**src/rtl/rv32_pkg.sv**
```systemverilog
// Shared RV32I definitions: beat kind codes, base opcodes, the field packer
// used by the instruction encoder, and the immediate range check used when
// IMM_CHECK_EN is defined. Also intended for reuse by the control decoder.
package rv32_pkg;

  typedef enum logic [3:0] {
    KindR      = 4'd0,
    KindIAlu   = 4'd1,
    KindLoad   = 4'd2,
    KindStore  = 4'd3,
    KindBranch = 4'd4,
    KindJal    = 4'd5,
    KindJalr   = 4'd6,
    KindLui    = 4'd7,
    KindAuipc  = 4'd8
  } kind_e;

  localparam logic [6:0] OpR      = 7'b0110011;
  localparam logic [6:0] OpIAlu   = 7'b0010011;
  localparam logic [6:0] OpLoad   = 7'b0000011;
  localparam logic [6:0] OpStore  = 7'b0100011;
  localparam logic [6:0] OpBranch = 7'b1100011;
  localparam logic [6:0] OpJal    = 7'b1101111;
  localparam logic [6:0] OpJalr   = 7'b1100111;
  localparam logic [6:0] OpLui    = 7'b0110111;
  localparam logic [6:0] OpAuipc  = 7'b0010111;

  function automatic logic kind_legal(input logic [3:0] kind);
    return kind <= KindAuipc;
  endfunction

  // True when imm fits the format's immediate field without loss.
  function automatic logic imm_ok(input logic [3:0] kind, input logic [31:0] imm);
    logic ok;
    ok = 1'b1;
    case (kind)
      KindIAlu, KindLoad, KindJalr, KindStore: ok = (imm[31:11] == {21{imm[11]}});
      KindBranch: ok = (imm[31:12] == {20{imm[12]}}) && !imm[0];
      KindJal:    ok = (imm[31:20] == {12{imm[20]}}) && !imm[0];
      KindLui, KindAuipc: ok = (imm[11:0] == 12'h000);
      default: ok = 1'b1;
    endcase
    return ok;
  endfunction

  function automatic logic [31:0] encode(input logic [3:0] kind, input logic [2:0] f3,
                                         input logic f7b5, input logic [4:0] rd,
                                         input logic [4:0] rs1, input logic [4:0] rs2,
                                         input logic [31:0] imm);
    logic [31:0] inst;
    inst = 32'h0;
    case (kind)
      KindR:      inst = {1'b0, f7b5, 5'b00000, rs2, rs1, f3, rd, OpR};
      KindIAlu:   inst = {imm[11:0], rs1, f3, rd, OpIAlu};
      KindLoad:   inst = {imm[11:0], rs1, f3, rd, OpLoad};
      KindStore:  inst = {imm[11:5], rs2, rs1, f3, imm[4:0], OpStore};
      KindBranch: inst = {imm[12], imm[10:5], rs2, rs1, f3, imm[4:1], imm[11], OpBranch};
      KindJal:    inst = {imm[20], imm[10:1], imm[11], imm[19:12], rd, OpJal};
      KindJalr:   inst = {imm[11:0], rs1, 3'b000, rd, OpJalr};
      KindLui:    inst = {imm[31:12], rd, OpLui};
      KindAuipc:  inst = {imm[31:12], rd, OpAuipc};
      default:    inst = 32'h0;
    endcase
    return inst;
  endfunction

endpackage

```
**src/rtl/sync_fifo.sv**
```systemverilog
// Synchronous FIFO with registered occupancy count.
// Ports: clk/rst (sync, active-high), push/wdata write side, pop/rdata read side
// (rdata is the head entry, valid when count != 0), count occupancy 0..DEPTH.
// Pushes when full and pops when empty are ignored. DEPTH must be a power of two.
module sync_fifo #(
  parameter int unsigned WIDTH = 64,
  parameter int unsigned DEPTH = 4
) (
  input  logic                       clk,
  input  logic                       rst,
  input  logic                       push,
  input  logic [WIDTH-1:0]           wdata,
  input  logic                       pop,
  output logic [WIDTH-1:0]           rdata,
  output logic [$clog2(DEPTH+1)-1:0] count
);

  localparam int unsigned AW = $clog2(DEPTH);
  localparam int unsigned CW = $clog2(DEPTH+1);

  logic [WIDTH-1:0] mem_q [DEPTH];
  logic [AW-1:0]    wr_ptr_q, rd_ptr_q;
  logic [CW-1:0]    count_q, count_d;
  logic             push_ok, pop_ok;

  assign push_ok = push && (count_q != CW'(DEPTH));
  assign pop_ok  = pop && (count_q != '0);

  always_comb begin
    count_d = count_q;
    unique case ({push_ok, pop_ok})
      2'b10:   count_d = count_q + CW'(1);
      2'b01:   count_d = count_q - CW'(1);
      default: count_d = count_q;
    endcase
  end

  always_ff @(posedge clk) begin
    if (rst) begin
      wr_ptr_q <= '0;
      rd_ptr_q <= '0;
      count_q  <= '0;
    end else begin
      if (push_ok) begin
        mem_q[wr_ptr_q] <= wdata;
        wr_ptr_q        <= wr_ptr_q + AW'(1);
      end
      if (pop_ok) rd_ptr_q <= rd_ptr_q + AW'(1);
      count_q <= count_d;
    end
  end

  assign rdata = mem_q[rd_ptr_q];
  assign count = count_q;

endmodule

```
**src/rtl/instr_encoder.sv**
```systemverilog
// RV32I instruction encoder: packs one field beat per accepted handshake into a
// 32-bit instruction word, buffers it in a 4-entry FIFO and streams words out
// with their byte addresses (BASE_ADDR, +4 per output transfer, mod 2^32).
// Ports: clk, rst (sync, active-high); in_valid/in_ready and in_* fields on the
// input side; out_valid/out_ready, out_inst, out_addr on the output side;
// err sticky illegal-beat flag; count FIFO occupancy 0..4.
// Build option: define IMM_CHECK_EN to drop beats whose immediate does not fit.
module instr_encoder
  import rv32_pkg::*;
#(
  parameter logic [31:0] BASE_ADDR = 32'h0000_0000
) (
  input  logic        clk,
  input  logic        rst,
  input  logic        in_valid,
  output logic        in_ready,
  input  logic [3:0]  in_kind,
  input  logic [2:0]  in_funct3,
  input  logic        in_f7b5,
  input  logic [4:0]  in_rd,
  input  logic [4:0]  in_rs1,
  input  logic [4:0]  in_rs2,
  input  logic [31:0] in_imm,
  output logic        out_valid,
  input  logic        out_ready,
  output logic [31:0] out_inst,
  output logic [31:0] out_addr,
  output logic        err,
  output logic [2:0]  count
);

  typedef enum logic [1:0] {StIdle, StStream, StFull} state_e;

  state_e      state_q;
  logic        err_q;
  logic [31:0] addr_q;
  logic        accept, beat_ok, push, pop;
  logic [2:0]  fifo_count, count_next;
  logic [63:0] head_data;
  logic [31:0] unused_reserved;

  // Handshake signals come from the registered state, which always mirrors
  // the FIFO occupancy, so no full-cycle pass-through can occur.
  assign in_ready  = (state_q != StFull);
  assign out_valid = (state_q != StIdle);

  assign accept = in_valid && in_ready && !rst;
`ifdef IMM_CHECK_EN
  assign beat_ok = kind_legal(in_kind) && imm_ok(in_kind, in_imm);
`else
  assign beat_ok = kind_legal(in_kind);
`endif
  assign push = accept && beat_ok;
  assign pop  = out_valid && out_ready;

  assign count_next = fifo_count + {2'b00, push} - {2'b00, pop};

  sync_fifo #(
    .WIDTH (64),
    .DEPTH (4)
  ) u_fifo (
    .clk   (clk),
    .rst   (rst),
    .push  (push),
    .wdata ({encode(in_kind, in_funct3, in_f7b5, in_rd, in_rs1, in_rs2, in_imm), 32'h0}),
    .pop   (pop),
    .rdata (head_data),
    .count (fifo_count)
  );

  always_ff @(posedge clk) begin
    if (rst) begin
      state_q <= StIdle;
      err_q   <= 1'b0;
      addr_q  <= BASE_ADDR;
    end else begin
      if (accept && !beat_ok) err_q <= 1'b1;
      if (pop) addr_q <= addr_q + 32'd4;
      case (count_next)
        3'd0:    state_q <= StIdle;
        3'd4:    state_q <= StFull;
        default: state_q <= StStream;
      endcase
    end
  end

  // Empty FIFO memory is uninitialised; present zero rather than stale data.
  assign out_inst        = out_valid ? head_data[63:32] : 32'h0;
  assign unused_reserved = head_data[31:0];
  assign out_addr        = addr_q;
  assign err             = err_q;
  assign count           = fifo_count;

endmodule

```
**config.mk**
```make
export PLATFORM = sky130hd
export DESIGN_NAME = instr_encoder
export DESIGN_NICKNAME = d
export VERILOG_FILES = /design/src/rtl/rv32_pkg.sv /design/src/rtl/sync_fifo.sv /design/src/rtl/instr_encoder.sv
export SDC_FILE = /design/constraint.sdc
export NUM_CORES = 1
export LEC_CHECK = 0
export BUFFER_PORTS_ARGS = -buffer_cell sky130_fd_sc_hd__buf_2
export CAP_MARGIN = 20
export CORE_ASPECT_RATIO = 0.75
export CORE_MARGIN = 1
export CORE_UTILIZATION = 40
export CTS_CLUSTER_DIAMETER = 40
export DETAILED_ROUTE_END_ITERATION = 16
export GPL_TIMING_DRIVEN = 0
export PLACE_DENSITY = 0.7
export SYNTH_ARGS = -nofsm -noshare
export SYNTH_HDL_FRONTEND = slang
export SYNTH_SLANG_ARGS = --single-unit
```
**constraint.sdc**
```tcl
create_clock -name clk -period 3.2 [get_ports clk]
set_clock_uncertainty 0.05 [all_clocks]
set_input_delay 0.64 -clock clk [delete_from_list [all_inputs] [get_ports clk]]
set_output_delay 0.64 -clock clk [all_outputs]
set_load 0.02 [all_outputs]
```
==> metrics.md <==
| Metric | Value |
|---|---|
| Status | `finished clean` |
| Fillers | `1659` |
| Final setup fails | `0` |
| PD cells | `approximately 550 mW/mm²` |
| Post CTS Setup Buffer Count | `0` |
| CP most frequent cell | `buf_2` |
| Total global-route track usage | `0.187` |
| Synth Register Bits | `166` |
| Worst path slowest cell | `mux4_2` |
| Final worst-path cycle share | `0.915` |
| Final WL | `17.9 mm` |
| Skew-Pair Late Insertion Delay | `roughly 0.42 ns` |
| Crit path cell chain | `buf_2 > mux4_2 > and2_1 > buf_4 > buf_2` |
| Chip height | `122 µm` |
| CP arrival | `2.24 ns` |
| I/O pins | `129` |
| GRT overflow | `0` |
| Fmax | `342 MHz` |
| Max Root-Sink Buffers | `2` |
| Setup slack, reg-to-reg | `roughly 0.75 ns` |
| Initial antenna violation count | `1` |
| CP Class | `flop to output port` |
| RSZ-0062 raised after global routing | `false` |
| Worst Path Required | `2.51 ns` |
| # DRC | `0` |
| Routed WL per cell | `between 15 and 20 µm` |
| CP Max Fanout | `10` |
| Die width | `approximately 160 µm` |
| Critical path buffers and inverters | `3` |
| Initial DRC Count | `545` |
| Vias in the first global route | `roughly 5000` |
| Final-stage net count | `about 810` |
| Clock-pin slew on the worst setup and hold paths | `0.07 ns` |
| Synth warnings | `0` |
| P_leak | `~3.3 nW` |
| Slew Limit Headroom | `0.300` |
| Via density | `between 5 and 6` |
| Cells after synthesis | `592` |
| Final core occ | `0.493` |
| Final Hold Viols | `0` |
| Root buf cell | `clkbuf_16` |
| First-pass GRT wire length | `approximately 28 mm` |
| Syn Std Cell Area | `0.00767 mm²` |
| Sequential fraction of the synthesis area | `0.595` |
| Maximum vdd drop | `0.381 mV` |
| CP endpoint kind | `output port` |
| CORE AREA | `~0.019 mm²` |
| Initial Utilization | `0.412` |
| Pin count of the biggest net entering global routing | `32` |
| Layout area overhead | `19.8%` |
| Worst Tran Pin Value | `1.04 ns` |
| Min Tclk post-route | `2.93 ns` |
| Slowest stage delay, CP | `0.53 ns` |
| DIE AREA | `0.0197 mm²` |
| Resized Gates After CTS | `0` |
| Final Hold Slack | `0.423 ns` |
| CTS Hold Buffers Added | `0` |
| CTS tree | `yes` |
| GPL Wtd Cong | `0.793` |
| Pre-antenna DRT Iters | `5` |
| Syn Area/Cell | `roughly 13 µm²` |
| Most used flip-flop cell after synthesis | `edfxtp_1` |
| Post-detail-place hpwl | `~12 mm` |
| Via count | `between 5000 and 6000` |
| Top Family by Delay on Critical Path | `buffers and inverters` |
| Hold WC Path Type | `flop to flop` |
| Slew Viols, Final | `0` |
| DRT antenna net count | `0` |
| Post-synth EDFFs | `124` |
| Num CTS Buffers | `17` |
| Synth cell types | `50` |
| IO Port Bufs | `124` |
| Critical Path Start Type | `flop` |
| CTS sink cnt | `166` |
| Layout cells sized above 1 | `0.276` |
| Max-Cap Viols | `0` |
| Cell Rows | `43` |
| FFs w/ async S/R, synth | `0` |
| H-tree levels | `4` |
-- path summary, 6_finish.rpt --
path | startpoint | to | cells after the start
worst max-delay path | flop | out_inst[1] | 5
worst min-delay path | err$_SDFFE_PP0P_ | err$_SDFFE_PP0P_ | 2
worst max register to register | state_q[0]$_SDFF_PP0_ | state_q[1]$_SDFF_PP0_ | 9
worst min register to register | err$_SDFFE_PP0P_ | err$_SDFFE_PP0P_ | 2
-- worst register-to-register path: stages (launching register included) --
cell	delay, ns
dfxtp_1	0.36
o21ai_0	0.41
inv_1	0.18
ha_1	0.32
inv_1	0.04
ha_1	0.19
fa_1	0.38
xnor2_1	0.14
xnor2_1	0.13
nor4_1	0.17
-- state kept, by name (all words and copies together) (netlist names), named ones only --
register and cells:
u_fifo.rd_ptr_q 2, out_addr 30, u_fifo.count 3, u_fifo.wr_ptr_q 2, u_fifo.mem_q 124, err 1
state_q 2
-- where the power goes --
group / internal (mW) / switching [mW] / leakage [nW]
logic: 0.249 / 0.420 / 1.54
registers: 2.37 / 0.0243 / 1.48
clock network: 1.04 / 0.936 / 0.285
total: 3.66 / 1.38 / 3.30
-- cells in the final DEF (no fill, tap or decap), types with 5 or more instances in the layout --
cell,netlist,layout
nand4_1,8,8
clkbuf_1,24,24
nor4_1,6,6
edfxtp_1,124,124
nor2_1,33,33
nor2b_1,24,24
xnor2_1,12,12
a22oi_1,5,5
or3_1,6,6
inv_8,0,6
nand2_1,25,25
o22ai_1,8,8
inv_1,17,17
a221o_1,5,5
o31ai_1,12,12
a21oi_1,42,42
buf_1,6,6
ha_1,8,8
dfxtp_1,42,42
nand3_1,9,9
clkbuf_16,0,17
nor3_1,6,6
or4_1,16,16
buf_2,3,127
mux4_2,31,31
o21ai_0,20,20
a21o_1,5,5
and2_1,38,38
-- Yosys cell counts (all sizes together) (4+ instances only) --
cell      n  area share
nor2     33       0.016
nor3      6      0.0039
mux2i     4      0.0052
ha        8       0.013
xnor2    12       0.014
or4      17       0.017
or2       5      0.0041
nor2b    24       0.020
a22oi     5      0.0049
and2     38       0.031
a21o      5      0.0049
a21oi    42       0.027
o21ai    21       0.014
nand4     8      0.0065
buf      14       0.011
edfxtp  124        0.49
a211oi    4      0.0039
o31ai    12       0.012
nand3     9      0.0059
a221oi    4      0.0046
nor4      6      0.0049
xor2      4      0.0046
dfxtp    42        0.11
a221o     5      0.0065
clkbuf   24       0.012
nand2    25       0.012
inv      17      0.0083
and3      5      0.0041
mux4     31       0.091
o22ai     8      0.0065
or3       6      0.0049
mux2      6      0.0088
-- kinds of logic (layout without fill, tap and decap cells) --
logic type	Yosys count	after routing	synth area share
xor gates and xnor gates	16	16	0.0183
adders and majority gates	10	10	0.0183
AOI/OAI and AO/OA	110	110	0.0904
DFF	166	166	0.595
and+or+nand+nor	193	193	0.141
other	1	3	0.000489
buffers and inverters	55	211	0.0308
muxes	41	41	0.105
-- final cells by class --
cell class | instances | area [µm²] | share of cell area
timing repair buffer | 124 | 621 | 0.0676
buffer | 38 | 173 | 0.0188
inverter | 17 | 63.8 | 0.00695
clock inverter | 15 | 149 | 0.0162
sequential | 166 | 4560 | 0.497
antenna | 1 | 2.50 | 0.000273
clock buffer | 17 | 425 | 0.0463
tap | 247 | 309 | 0.0337
multi-input combinational | 372 | 2880 | 0.313
-- through the flow --
step | instance area [µm²] | power, mW | cells | setup WS [ns] | TNS [ns]
2_1_floorplan | 7670 | 2.86 | 593 | 0.343 | 0
3_3_place_gp | 8600 | 3.10 | 964 | -0.632 | -77.36
3_5_place_dp | 8610 | 3.11 | 964 | -0.0887 | -9.89
4_1_cts | 9180 | 5.08 | 996 | 0.227 | 0
5_1_grt | 9180 | 5.22 | 996 | 0.101 | 0
6_report | 9180 | 5.04 | 997 | 0.272 | 0
-- per-layer routing --
metal / part of all wire / vias up / GRT usage
met4: 0.0099 / 0 / 0.0560
met1: 0.45 / 2606 / 0.257
met2: 0.47 / 216 / 0.299
li1: - / 2536 / -
met3: 0.072 / 16 / 0.0402
met5: 0 / - / 0
Note: power is estimated with default switching activity, not from simulation.
